**config.mk**
```make
export PLATFORM = sky130hd
export DESIGN_NAME = pc_sequencer
export DESIGN_NICKNAME = d
export VERILOG_FILES = /design/src/rtl/pc_pkg.sv /design/src/rtl/pc_ras.sv /design/src/rtl/pc_sequencer.sv
export SDC_FILE = /design/constraint.sdc
export NUM_CORES = 1
export LEC_CHECK = 0
export ABC_AREA = 1
export CORE_MARGIN = 4
export CORE_UTILIZATION = 35
export DETAILED_ROUTE_END_ITERATION = 7
export PLACE_DENSITY = 0.77
export SLEW_MARGIN = 40
export SYNTH_ARGS = -nofsm -noshare
export SYNTH_HDL_FRONTEND = slang
export SYNTH_SLANG_ARGS = --single-unit
```
**constraint.sdc**
```tcl
create_clock -name clk -period 1.9 [get_ports clk]
set_input_delay 0.285 -clock clk [delete_from_list [all_inputs] [get_ports clk]]
set_output_delay 0.285 -clock clk [all_outputs]
set_load 0.1 [all_outputs]
```
**src/rtl/pc_pkg.sv**
```systemverilog
// Shared types for the program-counter sequencer: FSM states, next-PC select
// codes and the alignment-mask helper used for misaligned-redirect detection.
package pc_pkg;

    typedef enum logic [1:0] {
        BOOT = 2'd0,
        RUN  = 2'd1,
        HALT = 2'd2
    } state_t;

    typedef enum logic [2:0] {
        SEL_TRAP  = 3'd0,
        SEL_REDIR = 3'd1,
        SEL_RAS   = 3'd2,
        SEL_HOLD  = 3'd3,
        SEL_INC   = 3'd4
    } sel_t;

    // Low-order address bits that must be zero for a target aligned to inc bytes.
    function automatic logic [63:0] align_mask(input int unsigned inc);
        return 64'(inc) - 64'd1;
    endfunction

endpackage

```
**src/rtl/pc_ras.sv**
```systemverilog
// Circular return-address stack with saturating occupancy count; a full push
// overwrites the oldest entry. Used by pc_sequencer only when PC_RAS_EN is defined.
module pc_ras
    import pc_pkg::*;
#(
    parameter int          XLEN  = 32,
    parameter int unsigned DEPTH = 4
) (
    input  logic            clk,
    input  logic            reset_n,
    input  logic            i_push,
    input  logic            i_pop,
    input  logic            i_clear,
    input  logic [XLEN-1:0] i_push_data,
    output logic [XLEN-1:0] o_top,
    output logic            o_empty,
    output logic            o_full
);

    localparam int PTR_W = $clog2(DEPTH);
    localparam int CNT_W = $clog2(DEPTH + 1);
    localparam logic [CNT_W-1:0] FULL_CNT = CNT_W'(DEPTH);

    logic [XLEN-1:0]  r_mem [DEPTH];
    logic [PTR_W-1:0] r_ptr;
    logic [CNT_W-1:0] r_cnt;
    logic [PTR_W-1:0] w_top_idx;
    logic             w_pop_ok;

    // r_ptr is the next free slot; the top of stack sits just below it.
    assign w_top_idx = r_ptr - PTR_W'(1);
    assign o_empty   = (r_cnt == '0);
    assign o_full    = (r_cnt == FULL_CNT);
    assign o_top     = r_mem[w_top_idx];
    assign w_pop_ok  = i_pop && !o_empty;

    always_ff @(posedge clk or negedge reset_n) begin
        if (!reset_n) begin
            r_ptr <= '0;
            r_cnt <= '0;
        end else if (i_clear) begin
            r_ptr <= '0;
            r_cnt <= '0;
        end else if (i_push && w_pop_ok) begin
            r_ptr <= r_ptr;
            r_cnt <= r_cnt;
        end else if (i_push) begin
            r_ptr <= r_ptr + PTR_W'(1);
            if (!o_full) begin
                r_cnt <= r_cnt + CNT_W'(1);
            end
        end else if (w_pop_ok) begin
            r_ptr <= w_top_idx;
            r_cnt <= r_cnt - CNT_W'(1);
        end
    end

    // Entry storage carries no reset; occupancy alone defines validity.
    always_ff @(posedge clk) begin
        if (!i_clear) begin
            if (i_push && w_pop_ok) begin
                r_mem[w_top_idx] <= i_push_data;
            end else if (i_push) begin
                r_mem[r_ptr] <= i_push_data;
            end
        end
    end

endmodule

```
**src/rtl/pc_sequencer.sv**
```systemverilog
// Program counter with trap/redirect/stall/halt control and misaligned-target trapping.
// Optional return-address stack enabled by defining PC_RAS_EN.
module pc_sequencer
    import pc_pkg::*;
#(
    parameter int              XLEN         = 32,
    parameter logic [XLEN-1:0] RESET_VECTOR = '0,
    parameter logic [XLEN-1:0] TRAP_VECTOR  = XLEN'(32'h0000_0100),
    parameter int unsigned     INC          = 4,
    parameter int unsigned     RAS_DEPTH    = 4
) (
    input  logic            clk,
    input  logic            reset_n,
    input  logic            stall_i,
    input  logic            redirect_i,
    input  logic [XLEN-1:0] redirect_target_i,
    input  logic            trap_i,
    input  logic            halt_i,
    input  logic            resume_i,
    input  logic            call_i,
    input  logic            ret_i,
    output logic [XLEN-1:0] pc_o,
    output logic [XLEN-1:0] pc_next_o,
    output logic            pc_valid_o,
    output logic            misalign_o,
    output logic            ras_underflow_o
);

    localparam logic [63:0]     MASK64     = align_mask(INC);
    localparam logic [XLEN-1:0] ALIGN_MASK = MASK64[XLEN-1:0];
    localparam logic [XLEN-1:0] INC_X      = XLEN'(INC);

    state_t          r_state;
    state_t          w_state_d;
    sel_t            w_sel;
    logic [XLEN-1:0] r_pc;
    logic [XLEN-1:0] w_pc_next;
    logic [XLEN-1:0] w_pc_inc;
    logic            r_valid;
    logic            r_misalign;
    logic            r_underflow;
    logic            w_misaligned;
    logic            w_in_run;
    logic            w_pop;
    logic            w_ret_empty;
    logic [XLEN-1:0] w_ras_top;

    assign w_pc_inc     = r_pc + INC_X;
    assign w_misaligned = |(redirect_target_i & ALIGN_MASK);
    assign w_in_run     = (r_state == RUN);

`ifdef PC_RAS_EN
    logic w_push;
    logic w_clear;
    logic w_ras_empty;
    logic w_unused_ras_full;

    // A return only consumes the stack when nothing of higher priority redirects.
    assign w_push      = w_in_run && call_i && !trap_i;
    assign w_clear     = (r_state != BOOT) && trap_i;
    assign w_pop       = w_in_run && ret_i && !trap_i && !redirect_i && !w_ras_empty;
    assign w_ret_empty = w_in_run && ret_i && !trap_i && !redirect_i && w_ras_empty;

    pc_ras #(
        .XLEN  (XLEN),
        .DEPTH (RAS_DEPTH)
    ) u_ras (
        .clk         (clk),
        .reset_n     (reset_n),
        .i_push      (w_push),
        .i_pop       (w_pop),
        .i_clear     (w_clear),
        .i_push_data (w_pc_inc),
        .o_top       (w_ras_top),
        .o_empty     (w_ras_empty),
        .o_full      (w_unused_ras_full)
    );
`else
    localparam int unsigned RAS_DEPTH_UNUSED = RAS_DEPTH;
    logic w_unused_ras;

    assign w_unused_ras = call_i | ret_i;
    assign w_pop        = 1'b0;
    assign w_ret_empty  = 1'b0;
    assign w_ras_top    = '0;
`endif

    always_comb begin
        w_sel     = SEL_HOLD;
        w_state_d = r_state;
        case (r_state)
            BOOT: w_state_d = RUN;
            RUN: begin
                if (trap_i) begin
                    w_sel = SEL_TRAP;
                end else if (redirect_i) begin
                    w_sel = w_misaligned ? SEL_TRAP : SEL_REDIR;
                end else if (w_pop) begin
                    w_sel = SEL_RAS;
                end else if (halt_i) begin
                    w_state_d = HALT;
                end else if (!stall_i) begin
                    w_sel = SEL_INC;
                end
            end
            HALT: begin
                if (trap_i) begin
                    w_sel     = SEL_TRAP;
                    w_state_d = RUN;
                end else if (resume_i) begin
                    w_state_d = RUN;
                end
            end
            default: w_state_d = BOOT;
        endcase
    end

    always_comb begin
        w_pc_next = r_pc;
        case (w_sel)
            SEL_TRAP:  w_pc_next = TRAP_VECTOR;
            SEL_REDIR: w_pc_next = redirect_target_i;
            SEL_RAS:   w_pc_next = w_ras_top;
            SEL_INC:   w_pc_next = w_pc_inc;
            default:   w_pc_next = r_pc;
        endcase
    end

    always_ff @(posedge clk or negedge reset_n) begin
        if (!reset_n) begin
            r_state     <= BOOT;
            r_pc        <= RESET_VECTOR;
            r_valid     <= 1'b0;
            r_misalign  <= 1'b0;
            r_underflow <= 1'b0;
        end else begin
            r_state     <= w_state_d;
            r_pc        <= w_pc_next;
            r_valid     <= (w_state_d == RUN);
            r_misalign  <= w_in_run && !trap_i && redirect_i && w_misaligned;
            r_underflow <= w_ret_empty;
        end
    end

    assign pc_o            = r_pc;
    assign pc_next_o       = w_pc_next;
    assign pc_valid_o      = r_valid;
    assign misalign_o      = r_misalign;
    assign ras_underflow_o = r_underflow;

endmodule

```
Word-level counts from Yosys, hierarchy flattened --
Cells that the tools add are included.
Operators by class: add/sub/neg operators 1, multiply operators 0, div/mod/pow operators 0, $lt $le $gt $ge 0, equal/unequal tests 6, shifts and indexed selects 0, mux-type cells 14, bitwise operators 0, reduce and logical (&&, ||, !) cells 7
Operators by type and width (count):
- case mux 32 bit (4 select lines) | 1
- adder 32 x 3 -> 32 bit (second input constant) | 1
- 2-to-1 mux 2 bit | 6
- 2-to-1 mux 3 bit | 4
- case mux 2 bit (3 select lines) | 1
- case mux 3 bit (2 select lines) | 1
- equality test 2 x 1 -> 1 bit (second input constant) | 2
- equality test 3 x 1 -> 1 bit (second input constant) | 1
- equality test 3 x 2 -> 1 bit (second input constant) | 1
- equality test 3 bit (second input constant) | 1
- logical AND 1 bit | 3
- logical NOT 3 bit | 1
- equality test 2 bit (second input constant) | 1
- logical NOT 2 bit | 1
- OR reduction 2 bit | 1
- logical NOT 1 bit | 1
- 2-to-1 mux 1 bit | 1
Storage, ports and cells: register bits 36, bits in latches 0, bits in writable memories 0, memory bits (read-only) 0, input port bits 41, word-level logic and storage cells 32, memories 0

Logic depth before layout (Yosys ltp) --
Gate-level depths: netlist of run 1.
word-level depth 7, gate-level depth with buffers 11, depth with buffers taken out 9

Worst setup path after synthesis of run 1 --
No wires, ideal clock.
kind register -> register, from register r_pc[3] (netlist: pc_o[3]), to register r_pc[28] (netlist: pc_o[28]), setup time 0.468 ns, arrival 2.719 ns, data required time 1.432 ns, path slack -1.287 ns, cell stages (with the launch flop) 9, buffers on the path 0, period minus slack after synthesis 3.187 ns, cells stage by stage dfrtp_1 ha_1 nand3_2 nor2_4 nand2_2 inv_2 nand3_1 nand3_1 nand3_1
On the way: cells in the longest elaborated chain, start to end 2
RTL lines:
- start: declaration | line pc_sequencer.sv:36 | logic [XLEN-1:0] r_pc;
- start signal: assignment | line pc_sequencer.sv:138 | r_pc <= w_pc_next;
- adder 32 x 3 -> 32 bit | line pc_sequencer.sv:48 | assign w_pc_inc = r_pc + INC_X;
- case mux 32 bit (4 select lines) | line pc_sequencer.sv:120 | case (w_sel)
- net pc_next_o[28] | line pc_sequencer.sv:23 | output logic [XLEN-1:0] pc_next_o,
The timed path passes the listed nets, and every way through them passes these cells.

Final worst setup path of run 1 --
from register r_state[1], to output port pc_next_o[5]
On the way: cells in the longest elaborated chain, start to end 4
RTL lines:
- start: declaration | line pc_sequencer.sv:33 | state_t r_state;
- start signal: assignment | line pc_sequencer.sv:137 | r_state <= w_state_d;
- equality test 2 bit / equality test 2 x 1 -> 1 bit (equally long branches) | line pc_sequencer.sv:91 | case (r_state)
- case mux 3 bit (2 select lines) (*) | line pc_sequencer.sv:91
- equality test 3 bit, or another cell as far along | line pc_sequencer.sv:120
- case mux 32 bit (4 select lines) (*) | line pc_sequencer.sv:120
- end: declaration | line pc_sequencer.sv:23
Every way passes the cells marked *; elsewhere a longest branch is shown, timed or not.

==> results.md, run 1 <==
- GP Congestion: 0.8918
- Worst skew pair latency: 300 ps
- Initial Util: 36.83%
- Reg-to-reg slack, setup: -260 ps
- Share of total power in the clock network: 6.2%
- Failing checks: setup timing
- LEAKAGE: 2.465 nW
- Combinational family with the most area after synthesis: simple AND/OR/NAND/NOR gates
- Synth Area in Compound Gates: 2.299%
- Seq cells post-synth: 36
- IO buf count: 104
- TritonCTS Buffers: 5
- RSZ-0062 raised after global routing: yes
- Pint: 4.115 mW
- Clock skew: 9.626 ps
- Core Box Area: 0.006944 mm^2
- Syn nets: 449
- Layout cells sized above 1: 52.02%
- Crit path from: r_state[1]
- Post-synthesis cell area: 0.002557 mm^2
- Unique masters post-synth: 24
- Least-Margin Pin Slew: 507.3 ps
- Maximum buffer depth of the clock tree: 2
- Cells after DPL: 630
- Nature of the critical path startpoint: flop
- Initial DRC count: 175
- Final wirelength: 11960 um
- Most frequent cells in the layout: nand2_1 (133), buf_4 (67), buf_12 (56)
- Adder-Cell Fraction of Synth Area: 2.446%
- Sw Share: 57.75%
- Clock root buffer: clkbuf_8
- Simple logic cell fraction of the synthesized area: 52.01%
- Power share of the combinational group: 78.2%
- Storage cell area: 0.001006 mm^2
- Worst setup EP type: primary output
- Vias/cell: 5.197
- Sequential Power Share: 15.6%
- Crit path max-delay family: simple AND/OR/NAND/NOR gates
- Setup TNS: -18940 ps
- Fmax: 0.3971 GHz
- Reg2reg path depth: 12
- First-pass GRT wire length: 17780 um
- Filler cell count: 376
- R2R Path End: pc_o[12]
- Area of the multi-input gates: 0.002364 mm^2
- Io pins: 108
- Most common cell after layout, fill and taps aside: nand2_1
- P&R area growth vs syn: 127.4%
- Number of antenna repair diodes: 0
- Fin worst setup slack: -618.3 ps
- Final non-filler cell total: 665
- Non-Filler Cell Area, Final: 0.005817 mm^2
- GR Overflow Total: 0
- Synthesized instance count: 403
- Crit-path max FO: 15
- Final #Nets: 614
- Die width: 93.48 um
- Final routed DRC violation total: 0
- R2R Path Start: r_state[1]
- # setup viols final: 39
- H-tree depth: 2
- Ys Warns: 0
- WP data required: 1620 ps
- Post-synthesis mux area share: 0%
- Min Clock Period, post-route: 2518 ps
- Initial antenna violation count: 0
- Synth Area in XOR/XNOR: 0%
- Vias in the first global route: 3615
- Outcome: complete, but fails checks
- Worst VDD drop: 1.546 mV
- WP buf/inv: 4
- Die ar.: 0.008739 mm^2
- CTS tree: done
- First drt pass iteration count: 4
- Slowest cell delay on critical path: 420 ps
- Switching power: 5.625 mW
- Clock transition at the registers of the reported paths: 80 ps
- Drt wl/cell: 17.99 um
- Placed cell area: 0.005283 mm^2
- Hold crit path type: in2async
- GRT Total Usage: 25.86%
- Max-Slew Margin vs Limit: 66.18%
- Final hold violations: 0
- Row cnt: 30
- Max Transition Viols Final: 0
- Slowest CP cell: dfrtp_1
- Mean Syn Cell Area: 6.346 um^2
- Crit path DAT: 2230 ps
- DP HPWL: 8253 um
- Die Span Y: 93.48 um
- Number of max-cap violations: 0
- Sequential share of the synthesized area: 35.23%
- CTS sink cnt: 36
- Worst setup path category: reg2out
- Largest net degree at the start of global routing: 20
- Pwr/cell area: 1675 mW/mm^2
- CP cell instances: inv_2 -> ha_4 -> inv_2 -> a21oi_4 -> nand2_2 -> nor2_4 -> buf_12 -> nand2_1 -> nand3_4 -> buf_12
- Post-route ant nets: 0
- Period utilization: 132.5%
- Via count: 3456
synthesized netlist by cell type (all sizes together):
cell	n	area, um^2
clkbuf	2	7.510
o21bai	4	30.03
dfrtp	36	900.9
nand2	160	613.1
a21oi	2	13.76
o21ai	3	15.01
inv	36	135.1
nand3	79	400.4
nor2	53	229.0
nand4	5	31.28
conb	1	3.750
or2	9	56.31
buf	8	58.81
ha	5	62.56
state kept, by name (all words and copies together) (netlist names):
signal      flops
misalign_o      1
pc_o           32
pc_valid_o      1
r_state         2
worst register-to-register path: stages (launching register included):
cell	delay (ps)
dfrtp_1	420
inv_2	100
ha_4	280
inv_2	50
a21oi_4	180
nand2_2	140
buf_4	160
buf_8	140
nand2_1	110
nand3_4	90
buf_4	140
buf_4	120
buf_4	120
routing by layer:
layer  vias up  global-route usage (%)  wire [um]
met1      1706                   28.51       4544
met3        25                   5.229        596
met4         0                   6.838        283
met2       113                   49.67       6537
met5         -                       0          0
li1       1612                       -          -
metrics by stage:
stage          utilization, %  worst slack (ps)  total power [mW]  hold WS, ps
2_1_floorplan               -            -127.3             5.963       -10.59
3_3_place_gp            76.07            -333.3             8.358        265.7
3_5_place_dp            76.07            -380.8             8.435        272.8
4_1_cts                 82.09            -532.5             9.403        499.4
5_1_grt                 83.77            -671.7             10.08        512.1
6_report                83.77            -618.3             9.740        485.4
power by group through the flow:
stage | logic, mW | registers (mW) | clock network [mW]
3_3_place_gp | 6.87 | 1.49 | 0
4_1_cts | 7.30 | 1.49 | 0.609
5_1_grt | 7.87 | 1.55 | 0.648
6_report | 7.62 | 1.52 | 0.604
2_1_floorplan | 2.91 | 3.05 | 0
3_5_place_dp | 6.93 | 1.50 | 0
cell families after synthesis:
| family | count (synthesis) |
|---|---|
| flops | 36 |
| buf+inv | 46 |
| other cells | 1 |
| simple gates | 306 |
| compound gates | 9 |
| fa+ha+maj | 5 |
what timing repair did:
| item | 4_1_cts | 5_1_grt |
|---|---|---|
| pin swaps | 22 | 8 |
| hold buffers | 1 | 0 |
| resized for setup | 34 | 12 |
| endpoints found under the hold margin | 18 | 0 |
| endpoints found under the setup margin | 32 | 37 |
| setup buffers | 13 | 13 |
| gates cloned | 2 | 0 |
layout make-up:
cell class	instances	area share, %
Multi-Input combinational cell	321	40.63
Timing Repair Buffer	168	36.05
Sequential cell	36	17.29
Inverter	36	2.409
Tap cell	96	2.065
Clock buffer	8	1.549
how the worst max path moves through the flow:
stage	to	slack (ps)	cells past startpoint
3_5_place_dp	pc_next_o[23]	-380	11
2_1_floorplan	pc_next_o[16]	-130	9
5_1_grt	pc_next_o[5]	-670	10
3_3_place_gp	pc_next_o[19]	-330	11
6_report	pc_next_o[5]	-620	10
4_1_cts	pc_next_o[20]	-530	11
Note: power is estimated with default switching activity, not from simulation.
==> run 2, diff against run 1 <==
- MAX_ROUTING_LAYER: default -> met4
==> results.md, run 2 (synthesis results as in run 1) <==
- # setup viols final: 32 (-18%)
- Max-Slew Margin vs Limit: 63.90% (-2.3 points)
- Number of antenna repair diodes: 0 (unchanged)
- CTS tree: done
- Nature of the critical path startpoint: flop
- Fin worst setup slack: -552.0 ps (+66.34 ps)
- CTS sink cnt: 36 (unchanged)
- Crit path DAT: 2170 ps (-60 ps)
- LEAKAGE: 2.496 nW (+1.2%)
- P&R area growth vs syn: 127.9%
- Final non-filler cell total: 659 (-0.90%)
- DP HPWL: 8379 um (+1.5%)
- Post-route ant nets: 0 (unchanged)
- Worst skew pair latency: 290 ps (about the same)
- Share of total power in the clock network: 5.9% (-0.3 points)
- Hold crit path type: in2async
- GRT Total Usage: 25.64% (-0.22 points)
- Vias in the first global route: 3529 (-2.4%)
- Initial Util: 36.83% (unchanged)
- Storage cell area: 0.001006 mm^2 (unchanged)
- First-pass GRT wire length: 17220 um (-3.1%)
- IO buf count: 104 (unchanged)
- RSZ-0062 raised after global routing: yes
- Least-Margin Pin Slew: 541.5 ps (+34.14 ps)
- Power share of the combinational group: 78.5% (+0.3 points)
- Clock skew: 4.283 ps (-5.343 ps)
- Final wirelength: 13340 um (+12%)
- GR Overflow Total: 0 (unchanged)
- Worst setup path category: reg2out
- Fmax: 0.4078 GHz (+2.7%)
- Clock transition at the registers of the reported paths: 70 ps (about the same)
- Final #Nets: 608 (-0.98%)
- First drt pass iteration count: 6 (+2)
- Max FFs per register: 32 (unchanged)
- Total power draw: 9.861 mW (+1.2%)
- Crit-path max FO: 7 (-8)
- Placed cell area: 0.005298 mm^2 (+0.28%)
- Failing checks: setup timing
- Cells after DPL: 632 (+0.32%)
- Row cnt: 30 (unchanged)
- Sequential Power Share: 15.6% (about the same)
- Layout cells sized above 1: 54.35% (+2.3 points)
- Period utilization: 129.1% (-3.5 points)
- Pwr/cell area: 1692 mW/mm^2 (+1.0%)
- Non-Filler Cell Area, Final: 0.005829 mm^2 (+0.22%)
- Worst hold slack: 510.2 ps (+24.77 ps)
- Maximum buffer depth of the clock tree: 2 (unchanged)
- Final hold violations: 0 (unchanged)
- Core Box Area: 0.006944 mm^2 (unchanged)
- Slowest CP cell: dfrtp_2
- Max Transition Viols Final: 0 (unchanged)
- Switching power: 5.753 mW (+2.3%)
- Most common cell after layout, fill and taps aside: nand2_1
- WP data required: 1620 ps (about the same)
- Largest net degree at the start of global routing: 20 (unchanged)
- Slowest cell delay on critical path: 440 ps (+20 ps)
- TritonCTS Buffers: 5 (unchanged)
- Die ar.: 0.008739 mm^2 (unchanged)
- Io pins: 108 (unchanged)
- Min Clock Period, post-route: 2452 ps (-66.34 ps)
- Most frequent cells in the layout: nand2_1 (121), buf_4 (59), buf_12 (57)
- Worst setup EP type: primary output
- Final routed DRC violation total: 0 (unchanged)
- Worst VDD drop: 1.204 mV (-22%)
- Via count: 3635 (+5.2%)
- Clock root buffer: clkbuf_8
- GP Congestion: 0.8921 (about the same)
- Vias/cell: 5.516 (+6.1%)
- Reg2reg path depth: 11 (-1)
- CP cell instances: inv_4 -> ha_4 -> inv_2 -> a21oi_4 -> nand2_2 -> buf_6 -> buf_12 -> clkbuf_16 -> nand2_2 -> nand3_4 -> buf_12
- Die Span Y: 93.48 um (unchanged)
- Area of the multi-input gates: 0.002384 mm^2 (+0.85%)
- Outcome: complete, but fails checks
- H-tree depth: 2 (unchanged)
- Number of max-cap violations: 0 (unchanged)
- Drt wl/cell: 20.24 um (+13%)
- Die width: 93.48 um (unchanged)
- Initial DRC count: 335 (+91%)
- Pint: 4.108 mW (-0.16%)
- Setup TNS: -15690 ps (+3244 ps)
- Initial antenna violation count: 0 (unchanged)
- Filler cell count: 355 (-5.6%)
- Sw Share: 58.34% (+0.59 points)
-- run 2: final cells by class --
class	instances	share of cell area (%)
well taps	96	2.061
repair buffers	162	35.84
flip-flops and latches	36	17.26
multi-input cells	321	40.89
clock buffers	8	1.545
inverters	36	2.404
-- run 2: final timing paths --
check                                     start            end  slack [ps]
max                                  r_state[0]  pc_next_o[30]        -550
min                                     reset_n       pc_o[18]         510
max reg2reg                          r_state[0]       pc_o[27]          20
min reg2reg                             pc_o[1]        pc_o[1]         620
max in group asynchronous               reset_n        pc_o[8]         880
min in group clk           redirect_target_i[9]        pc_o[9]         620
-- run 2: power by group through the flow --
stage | Clock, mW | Combinational [mW] | Sequential (mW)
global placement | 0 | 6.90 | 1.48
detailed placement | 0 | 6.97 | 1.49
CTS | 0.607 | 7.23 | 1.48
global route | 0.644 | 7.95 | 1.56
floorplan | 0 | 2.91 | 3.05
finish | 0.581 | 7.74 | 1.54
-- run 2: layer usage --
layer | wire (um) | part of all wire, % | GRT usage, %
met4 | 684 | 5.1 | 7.814
met3 | 951 | 7.1 | 3.057
met2 | 7039 | 53 | 47.71
met5 | 0 | 0 | -
met1 | 4662 | 35 | 28.44
-- run 2: worst max-delay path, delay by kind of cell (launching register included) --
family                   cells  cell delay (ps)
AND/OR/NAND/NOR              3              300
buffers and inverters        6              710
AO/OA/AOI/OAI                1              130
adder cells (fa/ha/maj)      1              280
flip-flops                   1              440
-- run 2: metrics by stage --
step | setup slack [ps] | utilization, %
2_1_floorplan | -127.3 | -
3_3_place_gp | -335.3 | 76.29
3_5_place_dp | -393.0 | 76.29
4_1_cts | -501.7 | 79.19
5_1_grt | -623.2 | 83.95
6_report | -552.0 | 83.95
-- run 2: repair_timing --
action / 4_1_cts / 5_1_grt
setup endpoints to repair: 32 / 33
hold buffers: 1 / 0
endpoints found under the hold margin: 18 / 0
setup buffers: 7 / 8
gates resized for setup: 9 / 47
cloned: 0 / 3
pin swaps: 7 / 11
==> run 3, diff against run 2 <==
- CORE_ASPECT_RATIO: default -> 1.5
==> results.md, run 3 (synthesis results as in run 1) <==
- Clock transition at the registers of the reported paths: 90 ps (+20 ps)
- Via count: 3527 (-3.0%)
- Crit path DAT: 2230 ps (+60 ps)
- Worst skew pair latency: 310 ps (+20 ps)
- Initial antenna violation count: 0 (unchanged)
- Vias/cell: 5.360 (-2.8%)
- Worst VDD drop: 1.295 mV (+7.5%)
- Number of antenna repair diodes: 0 (unchanged)
- Max FFs per register: 32 (unchanged)
- Clock root buffer: clkbuf_8
- Slowest cell delay on critical path: 430 ps (about the same)
- Largest net degree at the start of global routing: 21 (+5.0%)
- DP HPWL: 8732 um (+4.2%)
- Total power draw: 9.901 mW (+0.40%)
- Die width: 77.80 um (-17%)
- Vias in the first global route: 3754 (+6.4%)
- Failing checks: setup timing
- P&R area growth vs syn: 129.7%
- Fin worst setup slack: -611.3 ps (-59.30 ps)
- Final wirelength: 12950 um (-2.9%)
- Final non-filler cell total: 658 (-0.15%)
- CP cell instances: inv_2 -> ha_4 -> nand2_2 -> nor2_2 -> nand3_2 -> nor2_4 -> buf_6 -> buf_16 -> nand3_4 -> nand3_4 -> buf_12
- Final hold violations: 0 (unchanged)
- Number of max-cap violations: 0 (unchanged)
- Crit-path max FO: 6 (-1)
- Period utilization: 132.2% (+3.1 points)
- Initial Util: 36.58% (-0.24 points)
- Most common cell on crit path: nand3_4
- Die Span Y: 112.7 um (+21%)
- Most frequent cells in the layout: nand2_1 (134), buf_12 (60), nand3_4 (56)
- Final #Nets: 606 (-0.33%)
- Reg2reg path depth: 13 (+2)
- Row cnt: 37 (+23%)
- Post-route ant nets: 0 (unchanged)
- CTS sink cnt: 36 (unchanged)
- TritonCTS Buffers: 5 (unchanged)
- Clock skew: 13.28 ps (+9.001 ps)
- LEAKAGE: 2.443 nW (-2.1%)
- GR Overflow Total: 0 (unchanged)
- Outcome: complete, but fails checks
- Max Transition Viols Final: 0 (unchanged)
- # setup viols final: 36 (+13%)
- Most common cell after layout, fill and taps aside: nand2_1
- RSZ-0062 raised after global routing: yes
- GP Congestion: 0.9019 (+1.1%)
- Drt wl/cell: 19.68 um (-2.8%)
- Nature of the critical path startpoint: flop
- Worst setup EP type: primary output
- Cells after DPL: 626 (-0.95%)
- Layout cells sized above 1: 51.52% (-2.8 points)
- Final routed DRC violation total: 0 (unchanged)
- Pwr/cell area: 1685 mW/mm^2 (-0.37%)
- Setup TNS: -18520 ps (-2830 ps)
- GRT Total Usage: 30.20% (+4.6 points)
- CTS tree: done
- Worst setup path category: reg2out
- Maximum buffer depth of the clock tree: 2 (unchanged)
- Dpl ws: -475.4 ps (-82.46 ps)
- Fmax: 0.3982 GHz (-2.4%)
- First drt pass iteration count: 8 (+2)
- Min Clock Period, post-route: 2511 ps (+59.30 ps)
- First-pass GRT wire length: 20080 um (+17%)
- Die ar.: 0.008767 mm^2 (+0.32%)
- Slowest CP cell: dfrtp_1
- IO buf count: 104 (unchanged)
- WP data required: 1620 ps (about the same)
- Io pins: 108 (unchanged)
- Hold crit path type: in2async
- H-tree depth: 2 (unchanged)
- Initial DRC count: 190 (-43%)
- Core Box Area: 0.006990 mm^2 (+0.67%)
run 3: cell types whose count changed in the layout (fill, tap and decap cells not counted), sizes merged:
| cell | change |
|---|---|
| clkinv | +1 |
| clkbuf | -5 |
| bufinv | +1 |
| buf | +1 |
run 3: report_power, final:
part / switching (mW) / total (mW) / internal (mW)
Clock: 0.334 / 0.725 / 0.391
Combinational: 4.90 / 7.57 / 2.67
Sequential: 0.484 / 1.61 / 1.12
Total: 5.71 / 9.90 / 4.19
run 3: layer usage:
metal  routed length (um)  vias up  GRT usage (%)
met1                 4614     1729          30.82
met3                  619       42          4.299
met2                 7254      167          56.86
met4                  460        0          12.00
li1                     -     1589              -
met5                    0        -              -
run 3: through the flow:
step / utilization, % / cell area, um^2 / hold WS, ps
floorplan: - / 3423 / -10.59
global placement: 75.77 / 5296 / 274.0
detailed placement: 75.77 / 5296 / 277.3
CTS: 82.39 / 5759 / 495.6
global route: 84.03 / 5874 / 502.2
finish: 84.03 / 5874 / 455.4
run 3: final timing paths:
check / startpoint / end / slack, ps
worst max-delay path: r_state[1] / pc_next_o[5] / -610
max in group asynchronous: reset_n / pc_o[28] / 910
min in group clk: pc_o[1] / pc_o[1] / 580
worst max register to register: r_state[1] / pc_o[28] / -100
worst min register to register: pc_o[1] / pc_o[1] / 580
worst min-delay path: reset_n / pc_o[3] / 460
run 3: worst max-delay path, delay by kind of cell (launching register included):
kind / cells / cell delay (ps)
and+or+nand+nor: 6 / 730
buffers and inverters: 4 / 610
DFF: 1 / 430
adders and majority gates: 1 / 140
run 3: cell type report:
type,instances,area (um^2)
timing repair buffer,160,2111
clock inverter,2,35.03
multi-input combinational,321,2389
tap,97,121.4
clock buffer,6,72.57
sequential,36,1006
fill,373,1116
inverter,36,140.1
run 3: repair_timing:
item	in CTS	in global routing
endpoints found under the setup margin	32	52
hold endpoints to repair	16	0
gates cloned	3	0
hold buffers	1	0
buffers inserted	11	10
pin swaps	24	12
gates resized for setup	38	12
